===== config.mk =====
export PLATFORM = sky130hd
export DESIGN_NAME = uart_rx_d
export DESIGN_NICKNAME = d
export VERILOG_FILES = /design/src/rtl/uart_rx_d.sv
export SDC_FILE = /design/constraint.sdc
export NUM_CORES = 1
export LEC_CHECK = 0
export CAP_MARGIN = 20
export CORE_ASPECT_RATIO = 1.1
export CORE_MARGIN = 2
export CORE_UTILIZATION = 45
export CTS_CLUSTER_SIZE = 28
export DETAILED_ROUTE_END_ITERATION = 7
export GPL_ROUTABILITY_DRIVEN = 0
export PLACE_DENSITY = 0.75
export REMOVE_ABC_BUFFERS = 1
export SYNTH_ARGS = -nofsm -noshare
export SYNTH_HDL_FRONTEND = slang
export SYNTH_SLANG_ARGS = --single-unit

===== constraint.sdc =====
create_clock -name clock -period 4.26 [get_ports clock]
set_input_delay 0.852 -clock clock [delete_from_list [all_inputs] [get_ports clock]]
set_output_delay 0.852 -clock clock [all_outputs]
set_load 0.03 [all_outputs]

===== src/rtl/uart_rx_d.sv =====
// uart_rx_d: 8E1 UART receiver with oversampled mid-bit sampling and error flags
module uart_rx_d #(
  parameter int CLK_FREQ   = 50_000_000,
  parameter int BAUD_RATE  = 9600,
  parameter int OVERSAMPLE = 16
) (
  input  logic       clock,
  input  logic       reset,
  input  logic       data_rx,
  output logic [7:0] rx_data,
  output logic       rx_valid,
  output logic       parity_error,
  output logic       framing_error,
  output logic       active_flag
);
  localparam int DIV = CLK_FREQ / (BAUD_RATE * OVERSAMPLE);
  localparam int TW  = DIV > 1 ? $clog2(DIV) : 1;
  localparam int SW  = $clog2(OVERSAMPLE);
  typedef enum logic [2:0] {IDLE, START, DATA, PARITY, STOP, BREAK} state_t;
  state_t state, state_n;
  logic rx_meta, rxs, rxs_q;
  logic [TW-1:0] tick_cnt;
  logic [SW-1:0] samp_cnt;
  logic [2:0] bit_cnt;
  logic [7:0] shreg;
  logic par, tick, mid, full, start_go, false_start, done;
  assign tick        = tick_cnt == TW'(DIV - 1);
  assign mid         = tick && samp_cnt == SW'(OVERSAMPLE / 2 - 1);
  assign full        = tick && samp_cnt == SW'(OVERSAMPLE - 1);
  assign start_go    = state == IDLE && rxs_q && !rxs;
  assign false_start = state == START && mid && rxs;
  assign done        = state == STOP && full;
  // state register
  always_ff @(posedge clock or posedge reset)
    if (reset) state <= IDLE;
    else state <= state_n;
  // next-state: start edge, mid-start validation, bit walk, break hold-off
  always_comb begin
    state_n = state;
    case (state)
      IDLE:    state_n = start_go ? START : IDLE;
      START:   state_n = mid ? (rxs ? IDLE : DATA) : START;
      DATA:    state_n = full && bit_cnt == 3'd7 ? PARITY : DATA;
      PARITY:  state_n = full ? STOP : PARITY;
      STOP:    state_n = full ? (rxs ? IDLE : BREAK) : STOP;
      BREAK:   state_n = rxs ? IDLE : BREAK;
      default: state_n = IDLE;
    endcase
  end
  // synchroniser, tick divider, sample/bit counters, shift register and outputs
  always_ff @(posedge clock or posedge reset)
    if (reset) begin
      rx_meta       <= 1'b1;
      rxs           <= 1'b1;
      rxs_q         <= 1'b1;
      tick_cnt      <= '0;
      samp_cnt      <= '0;
      bit_cnt       <= '0;
      shreg         <= '0;
      par           <= 1'b0;
      rx_data       <= '0;
      rx_valid      <= 1'b0;
      parity_error  <= 1'b0;
      framing_error <= 1'b0;
      active_flag   <= 1'b0;
    end else begin
      rx_meta     <= data_rx;
      rxs         <= rx_meta;
      rxs_q       <= rxs;
      tick_cnt    <= start_go || tick ? '0 : tick_cnt + 1'b1;
      samp_cnt    <= start_go || (state == START ? mid : full) ? '0 : samp_cnt + SW'(tick);
      bit_cnt     <= state == START ? '0 : state == DATA && full ? bit_cnt + 3'd1 : bit_cnt;
      shreg       <= state == DATA && full ? {rxs, shreg[7:1]} : shreg;
      par         <= state == PARITY && full ? rxs : par;
      rx_valid    <= done;
      active_flag <= start_go ? 1'b1 : done || false_start ? 1'b0 : active_flag;
      if (done) begin
        rx_data       <= shreg;
        parity_error  <= par ^ (^shreg);
        framing_error <= ~rxs;
      end
    end
endmodule


==> results.yml, run 1 <==
floorplan:
  die_h_microns: 74.1
  io_pins: 15
  fp.coreArea_sq_mm: 0.00429
  dieArea_sq_mm: 0.00502
  start_util_pct: 46.9
  placement_rows: 25
  die_w_microns: 67.8
yosys:
  synthDistinctLibCells: 35
  yosysMostFrequentCell: "dfrtp_1"
  ys_ff_latch: 43
  syn_area_sq_mm: 0.00201
  ys_top_cells_by_area: "dfrtp_1 (50%), mux2_2 (10%), xor2_1 (4.4%)"
  synth_warnings: 0
  async_flop_share_pct: 100
  yosysTopAreaCellShare_pct: 49.8
  synthFlopType: "dfrtp_1"
  yosys.area.top_type: "dfrtp_1"
  avgSynthCellArea_sq_um: 12.0
  netlist_instances: 167
  ys_seq_area_share_pct: 53.7
  synthTopCellsByCount: "dfrtp_1 (40), mux2_2 (18), nor2_1 (14), inv_1 (10), xor2_1 (10)"
  synth_edf_count: 0
routing:
  via_per_inst: 5.34
  firstDrtPassIters: 4
  wl_met3_microns: 127
  ant_nets: 0
  wl_met1_microns: 1460
  dr_wl_met2_microns: 1860
  wl_per_cell_microns: 14.6
  dr.max_layer_used: "met4"
  drt_iter0_markers: 79
  num_vias: 1271
  drc: 0
  routed_wl_microns: 3480
worst_setup_path:
  crit_type: "reg -> out"
  arrival_ns: 1.33
  worst-path-max-fanout: 2
  path_cells: "clkdlybuf4s50_1"
  worst-path-buf-inv: 1
  slowest_delay_ns: 0.68
  cp_top_family: "buffers and inverters"
  start_kind: "flip-flop"
  crit_cells: 1
  crit_required_ns: 3.41
  cp-end-kind: "output port"
  crit_slowest_cell: "clkdlybuf4s50_1"
  reg2regPathDepth: 5
outcome:
  outcome: "finished, final reports clean"
clock_network:
  cts_sinks: 43
  clk_pin_slew_ns: 0.08
  cts_resized: 0
  cts_tree: "done"
  clock-root-buffer: "clkbuf_8"
  clk_latency_ns: 0.29
  clockBufferDepth: 2
  cts_setup_buffers: 0
  holdBufCountCts: 0
  htreeDepth: 2
  cts_buffers: 5
final_layout:
  num-nets-final: 192
  multi_input_area_sq_um: 866
  stdcell_count: 238
  num_antenna_cells: 0
  n_fill_cell: 337
  drive_gt1_share_pct: 21.7
  seq_area_sq_mm: 0.00108
  syn2layout_area_growth_pct: 14.7
placed_design:
  post-place-cells: 230
  dpl.hpwl_microns: 2450
  portBuffers: 14
flow_run:
  drv_cap: 0
power_and_ir_drop:
  power.density_mw_per_mm2: 392
  ir_drop_mv: 0.309
  leakagePower_nw: 1.14
  power_mw: 0.906
sta:
  rsz0062_at_grt: "false"
  tightest_slew_ns: 0.619
  skew_ns: 0.0119
  hold_viol: 0
  fin_crit_ns: 2.18
  holdWs_ns: 0.360
  period_share_pct: 51.2
  drv_slew: 0
  max-slew-margin-rel_pct: 58.6
  setup_viol: 0
  fmax_mhz: 458
  fin_tns_setup_ns: 0
min_path:
  min_path_cells: 0
  min_path_type: "reg -> reg"
global_routing:
  antenna_found_initial: 0
  grt_max_degree: 44
  grt-ovfl-total: 0
  grt_pass1_wl_microns: 6090
  first_global_vias: 1357
  grt.total_usage_pct: 16.2
[per-layer routing]
metal | vias up | GRT usage [%]
met4 | 0 | 7.94
met1 | 628 | 19.2
met5 | - | 0
li1 | 603 | -
met2 | 36 | 27.8
met3 | 4 | 3.48
[flip-flops by register name, summed over array words and instances (netlist names)]
signal,cells
rxs,1
rx_data,8
rx_meta,1
framing_error,1
rx_valid,1
parity_error,1
tick_cnt,9
bit_cnt,3
rxs_q,1
par,1
active_flag,1
shreg,8
samp_cnt,4
state,3
[layout by cell type, fill, tap and decap left out, types with 2 or more instances in the layout]
cell,count
dfrtp_1,40
mux2_2,18
nor2_1,14
clkdlybuf4s50_1,14
inv_1,10
xor2_1,10
nand2_1,9
xnor2_1,8
ha_1,6
o21ai_0,5
nand3_1,5
clkbuf_8,5
nand4_1,4
nor2b_1,4
and3_2,3
dfstp_2,3
and4bb_4,2
a41oi_1,2
nand2b_1,2
[power by group]
group	internal, mW	switching, mW	total [mW]
Sequential	0.443	0.0440	0.487
Clock	0.175	0.133	0.308
Combinational	0.0520	0.0582	0.110
Total	0.670	0.235	0.906
[per-stage QoR]
stage	instance area, sq um	utilization, %	setup WS [ns]
after global placement	2200	51.3	2.27
after floorplan	1980	-	2.41
final	2310	53.9	2.08
after detailed placement	2200	51.3	2.19
after CTS	2310	53.9	2.07
after global routing	2310	53.9	2.02
[final timing paths]
kind	from	to	slack, ns
worst max-delay path	active_flag$_DFFE_PP0P_	active_flag	2.08
worst min register to register	rx_meta$_DFF_PP1_	rxs$_DFF_PP1_	0.36
worst min-delay path	rx_meta$_DFF_PP1_	rxs$_DFF_PP1_	0.36
min in group asynchronous	reset	rx_data[5]$_DFFE_PP0P_	1.00
worst max register to register	tick_cnt[0]$_DFF_PP0_	shreg[1]$_DFFE_PP0P_	2.19
max in group asynchronous	reset	rxs$_DFF_PP1_	2.88
[layout make-up]
type | count | share of cell area [%]
clock buffer | 6 | 3.14
clock inverter | 2 | 1.63
inverter | 10 | 1.63
multi-input combinational | 108 | 37.5
sequential | 43 | 46.8
tap | 54 | 2.93
timing repair buffer | 15 | 6.40
[logic make-up (layout without fill, tap and decap cells)]
family	Yosys count	after routing	synth area share, %
fa+ha+maj	6	6	3.73
buf+inv	16	33	3.30
mux	18	18	10.1
flops	43	43	53.7
compound gates	12	12	3.92
xor+xnor	19	19	8.96
simple gates	53	53	16.4
Note: power is estimated with default switching activity, not from simulation.
==> run 2: changes to the inputs <==
==> constraint.sdc (replaced) <==
create_clock -name clock -period 2.05 [get_ports clock]
set_input_delay 0.41 -clock clock [delete_from_list [all_inputs] [get_ports clock]]
set_output_delay 0.41 -clock clock [all_outputs]
set_load 0.03 [all_outputs]
==> results.yml, run 2 (synthesis results as in run 1) <==
outcome:
  outcome: "finished, final reports clean"
final_layout:
  fin_area_sq_mm: 0.00237
  largestRegisters: "tick_cnt (9), rx_data (8), shreg (8)"
  syn2layout_area_growth_pct: 17.8
  final_common_cell: "dfrtp_1"
  largest_reg_flops: 9
  top_register: "tick_cnt"
  layout_common_cells: "dfrtp_1 (40), mux2_2 (18), nor2_1 (14), clkdlybuf4s50_1 (14)"
  drive_gt1_share_pct: 23.5
  num_antenna_cells: 0
  num-nets-final: 195
power_and_ir_drop:
  p_comb_share_pct: 11.2
  power.density_mw_per_mm2: 847
  power_frac_clock_pct: 38.5
  p_int_mw: 1.52
  ir_drop_mv: 0.495
  switching_share_pct: 24.3
  p_switching_mw: 0.488
  leakagePower_nw: 1.17
  seqPwrFrac_pct: 50.3
floorplan:
  start_util_pct: 46.9
  die_w_microns: 67.8
  fp.coreArea_sq_mm: 0.00429
  placement_rows: 25
  dieArea_sq_mm: 0.00502
  io_pins: 15
  die_h_microns: 74.1
sta:
  drv_slew: 0
  period_share_pct: 90.7
  max-slew-margin-rel_pct: 68.2
  rsz0062_at_grt: "false"
  fin_crit_ns: 1.86
  holdWs_ns: 0.357
  skew_ns: 0.0120
  hold_viol: 0
  setup_ws_ns: 0.191
  fmax_mhz: 538
  fin_tns_setup_ns: 0
  setup_viol: 0
  tightest_slew_ns: 0.476
worst_setup_path:
  r2r_start: "tick_cnt[0]$_DFF_PP0_"
  path_cells: "inv_1, ha_1, and4bb_4, nand2_4, or4_4, o2111ai_1"
  crit_required_ns: 2.25
  crit_type: "reg -> reg"
  slowest_delay_ns: 0.53
  worst-path-buf-inv: 1
  reg2regPathDepth: 6
  cp-end-kind: "flip-flop"
  start_kind: "flip-flop"
  worst-path-max-fanout: 6
  arrival_ns: 2.06
  reg2reg_to: "state[0]$_DFF_PP0_"
  crit_cells: 6
  crit_slowest_cell: "or4_4"
  cp_top_family: "simple AND/OR/NAND/NOR gates"
  reg2reg_slack_ns: 0.19
routing:
  drc: 0
  routed_wl_microns: 3430
  num_vias: 1234
  firstDrtPassIters: 4
  wl_per_cell_microns: 14.2
  via_per_inst: 5.12
  drt_iter0_markers: 78
  ant_nets: 0
global_routing:
  grt_pass1_wl_microns: 6230
  first_global_vias: 1311
  grt.total_usage_pct: 16.5
  antenna_found_initial: 0
  grt-ovfl-total: 0
  grt_max_degree: 21
clock_network:
  cts_sinks: 43
  cts_resized: 0
  cts_buffers: 5
  clk_pin_slew_ns: 0.09
  cts_tree: "done"
  clockBufferDepth: 2
  holdBufCountCts: 0
  htreeDepth: 2
  cts_setup_buffers: 0
  clock-root-buffer: "clkbuf_8"
  clk_latency_ns: 0.30
min_path:
  min_path_type: "reg -> reg"
  min_path_cells: 0
  worstHoldStart: "rx_meta$_DFF_PP1_"
  holdPathEnd: "rxs$_DFF_PP1_"
placed_design:
  dpl.hpwl_microns: 2450
  placed_cell_area_sq_mm: 0.00223
  portBuffers: 14
  pre_cts_slack_ns: 0.197
flow_run:
  drv_cap: 0
run 2: cell types whose count changed in the layout (fill, tap and decap cells not counted), sizes merged:
| cell | before | now |
|---|---|---|
| bufinv | 1 | 2 |
| buf | 1 | 4 |
| clkbuf | 6 | 5 |
run 2: how the worst max path moves through the flow:
stage | from | slack, ns | end
after detailed placement | tick_cnt[0]$_DFF_PP0_ | 0.20 | rx_data[2]$_DFFE_PP0P_
after global routing | tick_cnt[0]$_DFF_PP0_ | 0.02 | state[0]$_DFF_PP0_
after floorplan | tick_cnt[0]$_DFF_PP0_ | 0.30 | bit_cnt[1]$_DFFE_PP0P_
final | tick_cnt[0]$_DFF_PP0_ | 0.19 | state[0]$_DFF_PP0_
after CTS | tick_cnt[0]$_DFF_PP0_ | 0.18 | rx_data[6]$_DFFE_PP0P_
after global placement | tick_cnt[0]$_DFF_PP0_ | 0.29 | state[0]$_DFF_PP0_
run 2: per-layer routing:
layer  up-vias  global-route usage [%]  wire (microns)
li1        607                       -               -
met1       603                    22.2            1540
met2        19                    26.1            1720
met3         5                    4.54             127
met4         0                    5.22              42
met5         -                       0               0
run 2: metrics by stage:
step	total power [mW]	cells	util, %
detailed placement	1.25	233	52.1
CTS	2.04	241	55.3
global placement	1.23	233	52.1
global route	2.12	241	55.3
finish	2.01	241	55.3
floorplan	1.18	161	-
run 2: power by group through the flow:
stage               logic [mW]  clock network (mW)  registers (mW)
finish                   0.225               0.774            1.01
global route             0.262               0.829            1.03
CTS                      0.230               0.802            1.01
detailed placement       0.227                   0            1.03
global placement         0.216                   0            1.02
floorplan                0.169                   0            1.01
run 2: worst reg2reg max path: cells and delay by family (launching register included):
family	cells	cell delay, ns
simple gates	3	0.90
buf+inv	1	0.08
compound gates	1	0.20
flops	1	0.44
fa+ha+maj	1	0.15
run 2: area by class of cell:
cell class                      instances  area (sq um)
Fill cell                             370          1920
Multi-Input combinational cell        108           866
Inverter                               10          37.5
Clock buffer                            5          68.8
Sequential cell                        43          1080
Clock inverter                          3          67.6
Timing Repair Buffer                   18           183
Tap cell                               54          67.6
==> run 3: changes to the inputs <==
--- a/config.mk
+++ b/config.mk
@@ -11,8 +11,9 @@
 export CORE_UTILIZATION = 45
 export CTS_CLUSTER_SIZE = 28
 export DETAILED_ROUTE_END_ITERATION = 7
+export DONT_BUFFER_PORTS = 1
 export GPL_ROUTABILITY_DRIVEN = 0
-export PLACE_DENSITY = 0.75
+export PLACE_DENSITY = 0.71
 export REMOVE_ABC_BUFFERS = 1
 export SYNTH_ARGS = -nofsm -noshare
 export SYNTH_HDL_FRONTEND = slang
==> results.yml, run 3 (synthesis results as in run 1) <==
final_layout:
  num_antenna_cells: 0
  final_common_cell: "dfrtp_1"
  largestRegisters: "tick_cnt (9), rx_data (8), shreg (8)"
  layout_common_cells: "dfrtp_1 (40), mux2_2 (18), nor2_1 (14), inv_1 (10), xor2_1 (10)"
  largest_reg_flops: 9
  syn2layout_area_growth_pct: 7.21
  top_register: "tick_cnt"
  utilization_pct: 50.3
  num-nets-final: 179
  drive_gt1_share_pct: 24.1
sta:
  fmax_mhz: 544
  max-slew-margin-rel_pct: 65.1
  period_share_pct: 89.6
  setup_viol: 0
  fin_crit_ns: 1.84
  hold_viol: 0
  skew_ns: 0.00478
  tightest_slew_ns: 0.524
  rsz0062_at_grt: "false"
  drv_slew: 0
  fin_tns_setup_ns: 0
clock_network:
  holdBufCountCts: 0
  cts_sinks: 43
  htreeDepth: 2
  cts_setup_buffers: 0
  clockBufferDepth: 2
  clk_latency_ns: 0.29
  clk_pin_slew_ns: 0.08
  cts_buffers: 5
  cts_resized: 0
  clock-root-buffer: "clkbuf_8"
  cts_tree: "done"
global_routing:
  grt_max_degree: 44
  antenna_found_initial: 0
  first_global_vias: 1279
  grt.total_usage_pct: 15.8
  grt_pass1_wl_microns: 5820
  grt-ovfl-total: 0
routing:
  drt_iter0_markers: 66
  wl_per_cell_microns: 14.5
  drc: 0
  firstDrtPassIters: 4
  via_per_inst: 5.41
  num_vias: 1211
  ant_nets: 0
  routed_wl_microns: 3260
worst_setup_path:
  worst-path-buf-inv: 1
  crit_type: "reg -> reg"
  arrival_ns: 2.04
  start_kind: "flip-flop"
  worst-path-max-fanout: 6
  cp-end-kind: "flip-flop"
  crit_required_ns: 2.25
  cp_top_family: "simple AND/OR/NAND/NOR gates"
  crit_slowest_cell: "or4_4"
  slowest_delay_ns: 0.53
  path_cells: "inv_1, ha_1, and4bb_4, nand2_4, or4_4, o2111ai_1"
floorplan:
  placement_rows: 25
  start_util_pct: 46.9
  die_w_microns: 67.8
  die_h_microns: 74.1
  fp.coreArea_sq_mm: 0.00429
  io_pins: 15
  dieArea_sq_mm: 0.00502
power_and_ir_drop:
  ir_drop_mv: 0.420
  power.density_mw_per_mm2: 816
  leakagePower_nw: 1.09
min_path:
  min_path_type: "in -> reg"
flow_run:
  drv_cap: 0
placed_design:
  dpl.hpwl_microns: 2310
  portBuffers: 0
outcome:
  outcome: "finished, final reports clean"
==> run 3: changes by cell type in the layout (fill, tap and decap cells not counted) <==
cell,change
clkdlybuf4s50_1,-14
bufinv_16,-2
buf_12,-1
buf_4,-1
clkbuf_8,+1
clkinvlp_4,-1
inv_6,+1
==> run 3: per-stage QoR <==
| stage | setup WS [ns] | area (sq um) | cells | total power [mW] | hold WS, ns |
|---|---|---|---|---|---|
| 3_5_place_dp | 0.230 | 2070 | 217 | 1.24 | 0.347 |
| 6_report | 0.213 | 2160 | 224 | 1.76 | 0.109 |
| 2_1_floorplan | 0.299 | 1980 | 161 | 1.18 | 0.345 |
| 5_1_grt | 0.0678 | 2160 | 224 | 1.87 | 0.0885 |
| 4_1_cts | 0.213 | 2160 | 224 | 1.79 | 0.0998 |
| 3_3_place_gp | 0.294 | 2070 | 217 | 1.22 | 0.346 |
==> run 3: worst paths after layout <==
check / from / endpoint / slack (ns) / cells after the start
worst max register to register: tick_cnt[0]$_DFF_PP0_ / state[0]$_DFF_PP0_ / 0.21 / 6
max in group asynchronous: reset / rxs_q$_DFF_PP1_ / 1.54 / 2
worst min-delay path: data_rx / rx_meta$_DFF_PP1_ / 0.11 / 0
min in group asynchronous: reset / tick_cnt[2]$_DFF_PP0_ / 0.14 / 2
worst max-delay path: tick_cnt[0]$_DFF_PP0_ / state[0]$_DFF_PP0_ / 0.21 / 6
worst min register to register: rx_meta$_DFF_PP1_ / rxs$_DFF_PP1_ / 0.36 / 0
==> run 3: where the power goes <==
part	switching, mW	internal (mW)
clock	0.270	0.271
sequential	0.0965	0.921
combinational	0.101	0.0994
==> run 3: per-layer routing <==
metal	global-route usage, %	up-vias	wire, microns
met3	5.60	6	146
met4	6.80	0	48
met5	0	-	0
met2	25.4	21	1660
li1	-	576	-
met1	19.1	608	1400
==> run 3: area by class of cell <==
class | count | area, sq um
well taps | 54 | 67.6
clock buffers | 6 | 82.6
repair buffers | 2 | 15.0
flip-flops and latches | 43 | 1080
inverters | 10 | 37.5
clock inverters | 1 | 8.76
fillers | 374 | 2130
multi-input cells | 108 | 866
